--- src/rtl/multicycle_cu_if.sv ---
// multicycle_cu_if: handshake and control bundle between the sequencing FSM and the datapath.
// master is the controller side, slave is the datapath/memory side.
interface multicycle_cu_if;
   logic       run;
   logic [2:0] opcode;
   logic       mem_ready;
   logic       PCWrite;
   logic       PCWriteCond;
   logic       PCSource;
   logic       IorD;
   logic       MemRead;
   logic       MemWrite;
   logic       IRWrite;
   logic       MemToReg;
   logic       RegDst;
   logic       RegWrite;
   logic       ALUSrcA;
   logic [1:0] ALUSrcB;
   logic [1:0] ALUOp;
   logic       busy;
   logic       instr_done;
   logic       illegal;

   modport master (
      input  run, opcode, mem_ready,
      output PCWrite, PCWriteCond, PCSource, IorD, MemRead, MemWrite, IRWrite,
             MemToReg, RegDst, RegWrite, ALUSrcA, ALUSrcB, ALUOp,
             busy, instr_done, illegal
   );

   modport slave (
      output run, opcode, mem_ready,
      input  PCWrite, PCWriteCond, PCSource, IorD, MemRead, MemWrite, IRWrite,
             MemToReg, RegDst, RegWrite, ALUSrcA, ALUSrcB, ALUOp,
             busy, instr_done, illegal
   );
endinterface

--- src/rtl/multicycle_cu.sv ---
// multicycle_cu: multi-cycle sequencing FSM (fetch/decode/execute/memory/writeback) for the 16-bit CPU.
// Defining INSTR_COUNT_EN adds the COUNT_W-bit retired-instruction counter output instr_count.
module multicycle_cu #(
   parameter int COUNT_W = 16
) (
   input  logic             clk,
   input  logic             reset,
   multicycle_cu_if.master  bus
`ifdef INSTR_COUNT_EN
   ,
   output logic [COUNT_W-1:0] instr_count
`endif
);

   typedef enum logic [3:0] {
      sIdle, sFetch, sDecode, sMemAddr, sMemRead, sMemWb,
      sMemWrite, sExec, sAluWb, sBranch
   } stateT;

   localparam logic [2:0] OP_R    = 3'b111;
   localparam logic [2:0] OP_ADDI = 3'b100;
   localparam logic [2:0] OP_SLLI = 3'b101;
   localparam logic [2:0] OP_LW   = 3'b000;
   localparam logic [2:0] OP_SW   = 3'b001;
   localparam logic [2:0] OP_BEQ  = 3'b011;

   typedef struct packed {
      logic       pcWriteCond;
      logic       pcSource;
      logic       iorD;
      logic       memRead;
      logic       memWrite;
      logic       memToReg;
      logic       regDst;
      logic       regWrite;
      logic       aluSrcA;
      logic [1:0] aluSrcB;
      logic [1:0] aluOp;
      logic       busy;
      logic       doneFixed;
   } ctrlT;

   stateT      state;
   stateT      nextState;
   stateT      finishState;
   logic [2:0] opQ;
   logic [2:0] opNext;
   ctrlT       ctrlQ;
   logic       opIllegal;
   logic       illegalPulse;
   logic       doneNow;

   // Per-state controls that depend only on state and the latched opcode.
   function automatic ctrlT stateCtrl(input stateT s, input logic [2:0] op);
      ctrlT c;
      c      = '0;
      c.busy = (s != sIdle);
      case (s)
         sFetch:    begin c.memRead = 1'b1; c.aluSrcB = 2'b01; end
         sDecode:   c.aluSrcB = 2'b11;
         sMemAddr:  begin c.aluSrcA = 1'b1; c.aluSrcB = 2'b10; end
         sMemRead:  begin c.memRead = 1'b1; c.iorD = 1'b1; end
         sMemWb:    begin c.regWrite = 1'b1; c.memToReg = 1'b1; c.doneFixed = 1'b1; end
         sMemWrite: begin c.memWrite = 1'b1; c.iorD = 1'b1; end
         sExec: begin
            c.aluSrcA = 1'b1;
            c.aluOp   = 2'b10;
            c.aluSrcB = (op == OP_R) ? 2'b00 : 2'b10;
         end
         sAluWb: begin
            c.regWrite  = 1'b1;
            c.regDst    = (op == OP_R);
            c.doneFixed = 1'b1;
         end
         sBranch: begin
            c.aluSrcA     = 1'b1;
            c.aluOp       = 2'b01;
            c.pcWriteCond = 1'b1;
            c.pcSource    = 1'b1;
            c.doneFixed   = 1'b1;
         end
         default: ;
      endcase
      return c;
   endfunction

   always_comb begin
      opIllegal = 1'b1;
      case (bus.opcode)
         OP_R, OP_ADDI, OP_SLLI, OP_LW, OP_SW, OP_BEQ: opIllegal = 1'b0;
         default: ;
      endcase
   end

   assign finishState = bus.run ? sFetch : sIdle;

   // The opcode is latched on leaving DECODE, so the registered controls for that
   // transition must look at the live opcode; every later state uses opQ.
   always_comb begin
      nextState = state;
      opNext    = (state == sDecode) ? bus.opcode : opQ;
      case (state)
         sIdle:     nextState = bus.run ? sFetch : sIdle;
         sFetch:    nextState = bus.mem_ready ? sDecode : sFetch;
         sDecode: begin
            case (bus.opcode)
               OP_LW, OP_SW:            nextState = sMemAddr;
               OP_R, OP_ADDI, OP_SLLI:  nextState = sExec;
               OP_BEQ:                  nextState = sBranch;
               default:                 nextState = finishState;
            endcase
         end
         sMemAddr:  nextState = (opQ == OP_LW) ? sMemRead : sMemWrite;
         sMemRead:  nextState = bus.mem_ready ? sMemWb : sMemRead;
         sMemWb:    nextState = finishState;
         sMemWrite: nextState = bus.mem_ready ? finishState : sMemWrite;
         sExec:     nextState = sAluWb;
         sAluWb:    nextState = finishState;
         sBranch:   nextState = finishState;
         default:   nextState = sIdle;
      endcase
   end

   // State, latched opcode and the registered controls for the state being entered.
   always_ff @(posedge clk) begin
      if (reset) begin
         state <= sIdle;
         opQ   <= '0;
         ctrlQ <= '0;
      end else begin
         state <= nextState;
         if (state == sDecode) begin
            opQ <= bus.opcode;
         end
         ctrlQ <= stateCtrl(nextState, opNext);
      end
   end

   // Strobes that react to the memory handshake or the freshly loaded IR in the same cycle.
   assign illegalPulse = (state == sDecode) && opIllegal;
   assign doneNow      = ctrlQ.doneFixed | illegalPulse | (ctrlQ.memWrite & bus.mem_ready);

   assign bus.PCWrite     = (state == sFetch) && bus.mem_ready;
   assign bus.IRWrite     = (state == sFetch) && bus.mem_ready;
   assign bus.PCWriteCond = ctrlQ.pcWriteCond;
   assign bus.PCSource    = ctrlQ.pcSource;
   assign bus.IorD        = ctrlQ.iorD;
   assign bus.MemRead     = ctrlQ.memRead;
   assign bus.MemWrite    = ctrlQ.memWrite;
   assign bus.MemToReg    = ctrlQ.memToReg;
   assign bus.RegDst      = ctrlQ.regDst;
   assign bus.RegWrite    = ctrlQ.regWrite;
   assign bus.ALUSrcA     = ctrlQ.aluSrcA;
   assign bus.ALUSrcB     = ctrlQ.aluSrcB;
   assign bus.ALUOp       = ctrlQ.aluOp;
   assign bus.busy        = ctrlQ.busy;
   assign bus.instr_done  = doneNow;
   assign bus.illegal     = illegalPulse;

`ifdef INSTR_COUNT_EN
   // Retired-instruction counter; wraps naturally at all-ones.
   always_ff @(posedge clk) begin
      if (reset) begin
         instr_count <= '0;
      end else if (doneNow) begin
         instr_count <= instr_count + COUNT_W'(1);
      end
   end
`else
   logic unusedCountW;
   assign unusedCountW = ^COUNT_W;
`endif

endmodule

--- src/flat_wrapper.sv ---
// flat-port wrapper written by rule: the top's interface ports become plain ports
module multicycle_cu_flat 
#(
   parameter int COUNT_W = 16
)
  (clk, reset, bus_run, bus_opcode, bus_mem_ready, bus_PCWrite, bus_PCWriteCond, bus_PCSource, bus_IorD, bus_MemRead, bus_MemWrite, bus_IRWrite, bus_MemToReg, bus_RegDst, bus_RegWrite, bus_ALUSrcA, bus_ALUSrcB, bus_ALUOp, bus_busy, bus_instr_done, bus_illegal);
  multicycle_cu_if bus_i ();
  input  logic clk;
  input  logic reset;
  input wire logic [$bits(bus_i.run)-1:0] bus_run;
  input wire logic [$bits(bus_i.opcode)-1:0] bus_opcode;
  input wire logic [$bits(bus_i.mem_ready)-1:0] bus_mem_ready;
  output wire logic [$bits(bus_i.PCWrite)-1:0] bus_PCWrite;
  output wire logic [$bits(bus_i.PCWriteCond)-1:0] bus_PCWriteCond;
  output wire logic [$bits(bus_i.PCSource)-1:0] bus_PCSource;
  output wire logic [$bits(bus_i.IorD)-1:0] bus_IorD;
  output wire logic [$bits(bus_i.MemRead)-1:0] bus_MemRead;
  output wire logic [$bits(bus_i.MemWrite)-1:0] bus_MemWrite;
  output wire logic [$bits(bus_i.IRWrite)-1:0] bus_IRWrite;
  output wire logic [$bits(bus_i.MemToReg)-1:0] bus_MemToReg;
  output wire logic [$bits(bus_i.RegDst)-1:0] bus_RegDst;
  output wire logic [$bits(bus_i.RegWrite)-1:0] bus_RegWrite;
  output wire logic [$bits(bus_i.ALUSrcA)-1:0] bus_ALUSrcA;
  output wire logic [$bits(bus_i.ALUSrcB)-1:0] bus_ALUSrcB;
  output wire logic [$bits(bus_i.ALUOp)-1:0] bus_ALUOp;
  output wire logic [$bits(bus_i.busy)-1:0] bus_busy;
  output wire logic [$bits(bus_i.instr_done)-1:0] bus_instr_done;
  output wire logic [$bits(bus_i.illegal)-1:0] bus_illegal;
  assign bus_i.run = bus_run;
  assign bus_i.opcode = bus_opcode;
  assign bus_i.mem_ready = bus_mem_ready;
  assign bus_PCWrite = bus_i.PCWrite;
  assign bus_PCWriteCond = bus_i.PCWriteCond;
  assign bus_PCSource = bus_i.PCSource;
  assign bus_IorD = bus_i.IorD;
  assign bus_MemRead = bus_i.MemRead;
  assign bus_MemWrite = bus_i.MemWrite;
  assign bus_IRWrite = bus_i.IRWrite;
  assign bus_MemToReg = bus_i.MemToReg;
  assign bus_RegDst = bus_i.RegDst;
  assign bus_RegWrite = bus_i.RegWrite;
  assign bus_ALUSrcA = bus_i.ALUSrcA;
  assign bus_ALUSrcB = bus_i.ALUSrcB;
  assign bus_ALUOp = bus_i.ALUOp;
  assign bus_busy = bus_i.busy;
  assign bus_instr_done = bus_i.instr_done;
  assign bus_illegal = bus_i.illegal;
  multicycle_cu #(.COUNT_W(COUNT_W)) u_core (.clk(clk), .reset(reset), .bus(bus_i));
endmodule
--- config.mk ---
export PLATFORM = sky130hd
export DESIGN_NAME = multicycle_cu_flat
export DESIGN_NICKNAME = d
export VERILOG_FILES = /design/src/rtl/multicycle_cu_if.sv /design/src/rtl/multicycle_cu.sv /design/src/flat_wrapper.sv
export SDC_FILE = /design/constraint.sdc
export NUM_CORES = 1
export LEC_CHECK = 0
export CORE_ASPECT_RATIO = 1.5
export CORE_MARGIN = 5
export CORE_UTILIZATION = 36
export CTS_CLUSTER_SIZE = 30
export DETAILED_ROUTE_END_ITERATION = 7
export GPL_TIMING_DRIVEN = 0
export PLACE_DENSITY = 0.69
export SYNTH_ARGS = -nofsm -noshare
export SYNTH_HDL_FRONTEND = slang
export SYNTH_SLANG_ARGS = --single-unit
export TNS_END_PERCENT = 30
--- constraint.sdc ---
create_clock -name clk -period 4.3 [get_ports clk]
set_input_delay 0.43 -clock clk [delete_from_list [all_inputs] [get_ports clk]]
set_output_delay 0.43 -clock clk [all_outputs]
set_load 0.02 [all_outputs]
After elaboration in Yosys (flattened, before gate mapping). Index checks and enable logic that the tools add are counted.

Flip-flop bits (word level): 22. Bits of input ports: 7. Output and inout bits: 18. Logic and storage cells: 79.

Equality and inequality tests: 24. Mux-type cells: 20. Bitwise logic cells: 4. Reduce and logical (&&, ||, !) cells: 16.

Operators with widths (count): $eq A4 B3 Y1 const B (8); $pmux W4 S7 (1); $eq A4 B2 Y1 const B (4); $eq A4 B4 Y1 const B (4); $eq A3 B3 Y1 const B (4); $pmux W4 S3 (1); $mux W1 (10); $reduce_or A2 Y1 (5); $reduce_or A3 Y1 (3); $eq A4 B1 Y1 const B (2); $mux W2 (4); $pmux W2 S4 (1); $logic_not A3 Y1 (2); $reduce_or A6 Y1 (1); $logic_not A4 Y1 (1); $mux W4 (1); $pmux W2 S2 (1); $reduce_bool A4 Y1 (1); $reduce_or A4 Y1 (1); $eq A3 B1 Y1 const B (1); $eq A3 B2 Y1 const B (1); $mux W3 (1); $logic_and A1 B1 Y1 (2); $or A1 B1 Y1 (2); other kinds (2) (2).

Longest topological paths before layout.
Depth after elaboration: 7. Gate-level depth with buffers: 7.

Least setup slack after synthesis. No wires, ideal clock.

Path type: flip-flop to output port. Start: register u_core.state[2]. End: output port bus_PCWrite. Arrival: 1.542 ns. Setup slack: 2.328 ns. Cell stages (with the launch flop): 5. Path through: dfxtp_1 -> buf_2 -> or4b_4 -> nor2_1 -> buf_4.

Cells in the longest elaborated chain, start to end: 2.

Ends and longest elaborated chain: from (decl) (RTL line multicycle_cu.sv:43) `stateT state;`; from (signal assigned) (RTL line multicycle_cu.sv:127) `state <= sIdle;`; from (signal assigned) (RTL line multicycle_cu.sv:131) `state <= nextState;`; $eq A4 B1 Y1; $logic_and A1 B1 Y1; to (decl) (RTL line flat_wrapper.sv:13) `output wire logic [$bits(bus_i.PCWrite)-1:0] bus_PCWrite;`.

Every way passes these cells.

Worst setup path after layout.
Start: input port bus_mem_ready. End: output port bus_PCWrite.

Cells in the longest elaborated chain, start to end: 1.

Ends and longest elaborated chain: from (decl) (RTL line flat_wrapper.sv:12) `input wire logic [$bits(bus_i.mem_ready)-1:0] bus_mem_ready;`; $logic_and A1 B1 Y1 (RTL line multicycle_cu.sv:143) `assign bus.PCWrite = (state == sFetch) && bus.mem_ready;`.

Every way passes these cells.

==> flow_summary_export.csv <==
group,metric,value,unit
power,power_frac_clock,0.286,
worst_setup_path,critical_path_class,"input pin to output port",
sta,post-route-min-period,2.80,ns
grt,grt_max_degree,12,
die,start_util,0.378,
sta,setup_viol,0,
final_layout,fin_area,1340,sq um
final_layout,nNetsFinal,142,
clock_network,post_cts_buffers,0,
worst_hold_path,min_to,"u_core.opQ[2]$_SDFF_PP0_",
clock_network,clockBufferDepth,2,
placement,hpwlAfterDp,1690,microns
worst_setup_path,rrSetupSlack,2.31,ns
clock_network,cts_made_buffers,3,
power,p_switching,109,uW
clock_network,cts.sinks,21,
power,max-vdd-ir-drop,0.122,mV
worst_setup_path,reg2reg_to,"u_core.bus.MemRead$_SDFF_PP0_",
sta,finalHoldViolCount,0,
worst_setup_path,worst_path_dominant_cell_family,"buffers and inverters",
drt,ant_nets,0,
grt,grt_usage,0.114,
yosys,synth_top_cell_area_share,0.416,
yosys,ys_top_cells_by_area,"dfxtp_1 42%, buf_4 5.2%, mux2i_1 5.0%",
drt,vias,831,
sta,tns,0,ns
yosys,ys_warn_count,0,
worst_setup_path,r2r_start,"u_core.state[2]$_SDFF_PP0_",
drt,drcViolationCount,0,
worst_setup_path,crit_path_start_kind,"input pin",
placement,dp_slack,1.49,ns
final_layout,area_growth_syn_to_layout,32.8,%
final_layout,layout-drive-gt1-share,0.179,
drt,drt_iter0_markers,23,
grt,grt_pass1_wl,3420,microns
sta,finClkSkew,0.00137,ns
die,die_area,3990,sq um
yosys,postSynthAreaPerCell,9.54,sq um
worst_setup_path,crit_path_max_fanout,6,
sta,tightestPinTransition,0.557,ns
placement,io_buffers,24,
yosys,synth_area,1010,sq um
worst_hold_path,min_from,"u_core.opQ[2]$_SDFF_PP0_",
clock_network,holdBufCountCts,0,
worst_setup_path,rr_worst_depth,7,
yosys,ys.flop_type,"dfxtp_1",
die,die_w,53.3,microns
drt,vias_per_cell,4.86,
worst_setup_path,end_kind,"output port",
drt,dr.pass1.iters,4,
yosys,syn_nets,113,
sta,slew_viol_final,0,
power,seqPwrFrac,0.484,
yosys,synth-seq-cells,21,
sta,timing.final.ws_setup,1.50,ns
die,core,2680,sq um
yosys,ys_async_sr_fraction,0,
worst_setup_path,crit_chain,"clkdlybuf4s50_1, or4b_4, nor2_1, buf_4, clkdlybuf4s50_1",
clock_network,cts_tree,"done",
sta,finalCritPeriodShare,0.652,
flow_run,max-cap-violations,0,
power,combPwrFrac,0.230,
placement,place_congestion,0.795,
yosys,synth_area_leader_cell,"dfxtp_1",
worst_hold_path,holdPathStages,2,
clock_network,insertion_delay,0.25,ns
worst_setup_path,critPathSlowestCell,"clkdlybuf4s50_1",
clock_network,cts_resized,0,
sta,rsz0062_at_grt,"no",
clock_network,htreeDepth,1,
die,rows,23,
yosys,seq_area_frac_synth,0.416,
clock_network,root_buffer,"clkbuf_8",
yosys,synth_cell_types,35,
worst_setup_path,crit_required,3.87,ns
power,leakage,0.540,nW
sta,fmax,357,MHz
final_layout,diodes,0,
grt,overflow,0,
yosys,synth-edff-count,0,
sta,hold_ws,0.531,ns
clock_network,clk_pin_slew_worst_paths,0.07,ns
worst_hold_path,holdCritPathClass,"register to register",
worst_setup_path,cp_common_cell,"clkdlybuf4s50_1",
grt,grt_pass1_vias,795,
placement,place_area,1300,sq um
drt,wl_per_cell,12.2,microns
status,status,"finished, final reports clean",
grt,grt_antenna_before_repair,0,
worst_setup_path,max_stage_delay,0.59,ns
power,p_int,317,uW
worst_setup_path,crit_arrival,2.37,ns
yosys,synthCells,106,
sta,relSlewSlack,0.627,
die,io_pins,25,
power,cellPowerDensity,318,nW/um^2
drt,routed_wl,2080,microns
power,switching_share,0.256,
die,die_y,74.9,microns
worst_setup_path,crit_buf_inv,3,
-- sequential cells by signal, summed over array words and instances, names as in the netlist, 2 cells and up --
name / flops
u_core.state: 4
u_core.opQ: 3
u_core.bus.ALUOp: 2
u_core.bus.ALUSrcB: 2
-- stage by stage --
step                cells   util  power (mW)
floorplan             106      -       0.276
global placement      167  0.485       0.308
detailed placement    167  0.485       0.310
CTS                   171  0.502       0.431
global route          171  0.502       0.449
finish                171  0.502       0.427
-- metal layers --
layer	track usage	routed length, microns	up-vias
met5	0	0	-
met2	0.232	1150	27
li1	-	-	417
met1	0.105	802	383
met3	0.0198	93	4
met4	0.0455	37	0
-- worst register-to-register path, delay by kind of cell, from the launching register on --
kind                   cells  cell delay, ns
flip-flops                 1            0.30
AO/OA/AOI/OAI              2            0.40
buffers and inverters      2            0.35
AND/OR/NAND/NOR            2            0.60
multiplexers               1            0.23
-- how the worst max path moves through the flow --
stage,to,cells after the start,from,slack (ns)
2_1_floorplan,bus_PCWrite,4,u_core.state[2]$_SDFF_PP0_,2.33
3_3_place_gp,bus_PCWrite,5,bus_mem_ready,1.49
3_5_place_dp,bus_PCWrite,5,bus_mem_ready,1.49
4_1_cts,bus_PCWrite,5,bus_mem_ready,1.47
5_1_grt,bus_PCWrite,5,bus_mem_ready,1.42
6_report,bus_PCWrite,5,bus_mem_ready,1.50
-- power by group through the flow --
| stage | Clock (mW) | Sequential, mW | Combinational [mW] |
|---|---|---|---|
| 3_3_place_gp | 0 | 0.210 | 0.0972 |
| 6_report | 0.122 | 0.206 | 0.0980 |
| 4_1_cts | 0.126 | 0.207 | 0.0992 |
| 3_5_place_dp | 0 | 0.211 | 0.0990 |
| 2_1_floorplan | 0 | 0.215 | 0.0602 |
| 5_1_grt | 0.135 | 0.207 | 0.107 |
-- cell usage in the layout (no fill, tap or decap) --
cell type / instances
o21ai_0: 2
nor3_1: 1
a21boi_1: 1
a21oi_2: 1
a311o_1: 1
a21oi_1: 3
nor3_2: 1
a31oi_4: 1
and3b_1: 2
nor2b_1: 5
nand3b_2: 1
a41oi_1: 1
o22ai_2: 1
or2_2: 2
clkbuf_8: 3
buf_6: 2
a211o_1: 1
nand2_1: 6
nor2_1: 12
inv_1: 5
dfxtp_1: 21
clkbuf_1: 2
buf_2: 2
a2bb2oi_1: 2
mux2i_1: 5
nor4bb_1: 1
nor4b_4: 1
a31oi_1: 2
nor4b_1: 2
clkdlybuf4s50_1: 24
buf_4: 7
o31ai_1: 2
nand3_1: 2
nand2b_1: 5
or4b_4: 1
nand3b_1: 2
o21ai_2: 1
-- final cells by class --
class                   instances  area [sq um]
inverters                       5          18.8
multi-input cells              68           483
flip-flops and latches         21           420
plain buffers                  12          88.8
repair buffers                 24           240
well taps                      37          46.3
clock buffers                   4          45.0
fillers                       258          1330
-- cell usage after synthesis, drive strengths merged, types with 3 or more instances --
library cell   n
nand3b         3
nand2          6
a21oi          4
inv            5
nand2b         5
nor2          12
nor2b          5
a31oi          3
o21ai          3
dfxtp         21
mux2i          5
buf           11
nor4b          3
-- cells by family (layout without fill, tap and decap cells) --
kind of cell,count (synthesis),in the layout,synth area share
DFF,21,21,0.416
muxes,5,5,0.0495
and+or+nand+nor,44,44,0.273
buffers and inverters,17,45,0.106
AOI/OAI and AO/OA,19,19,0.155
Power figures use the tool's default switching activity.
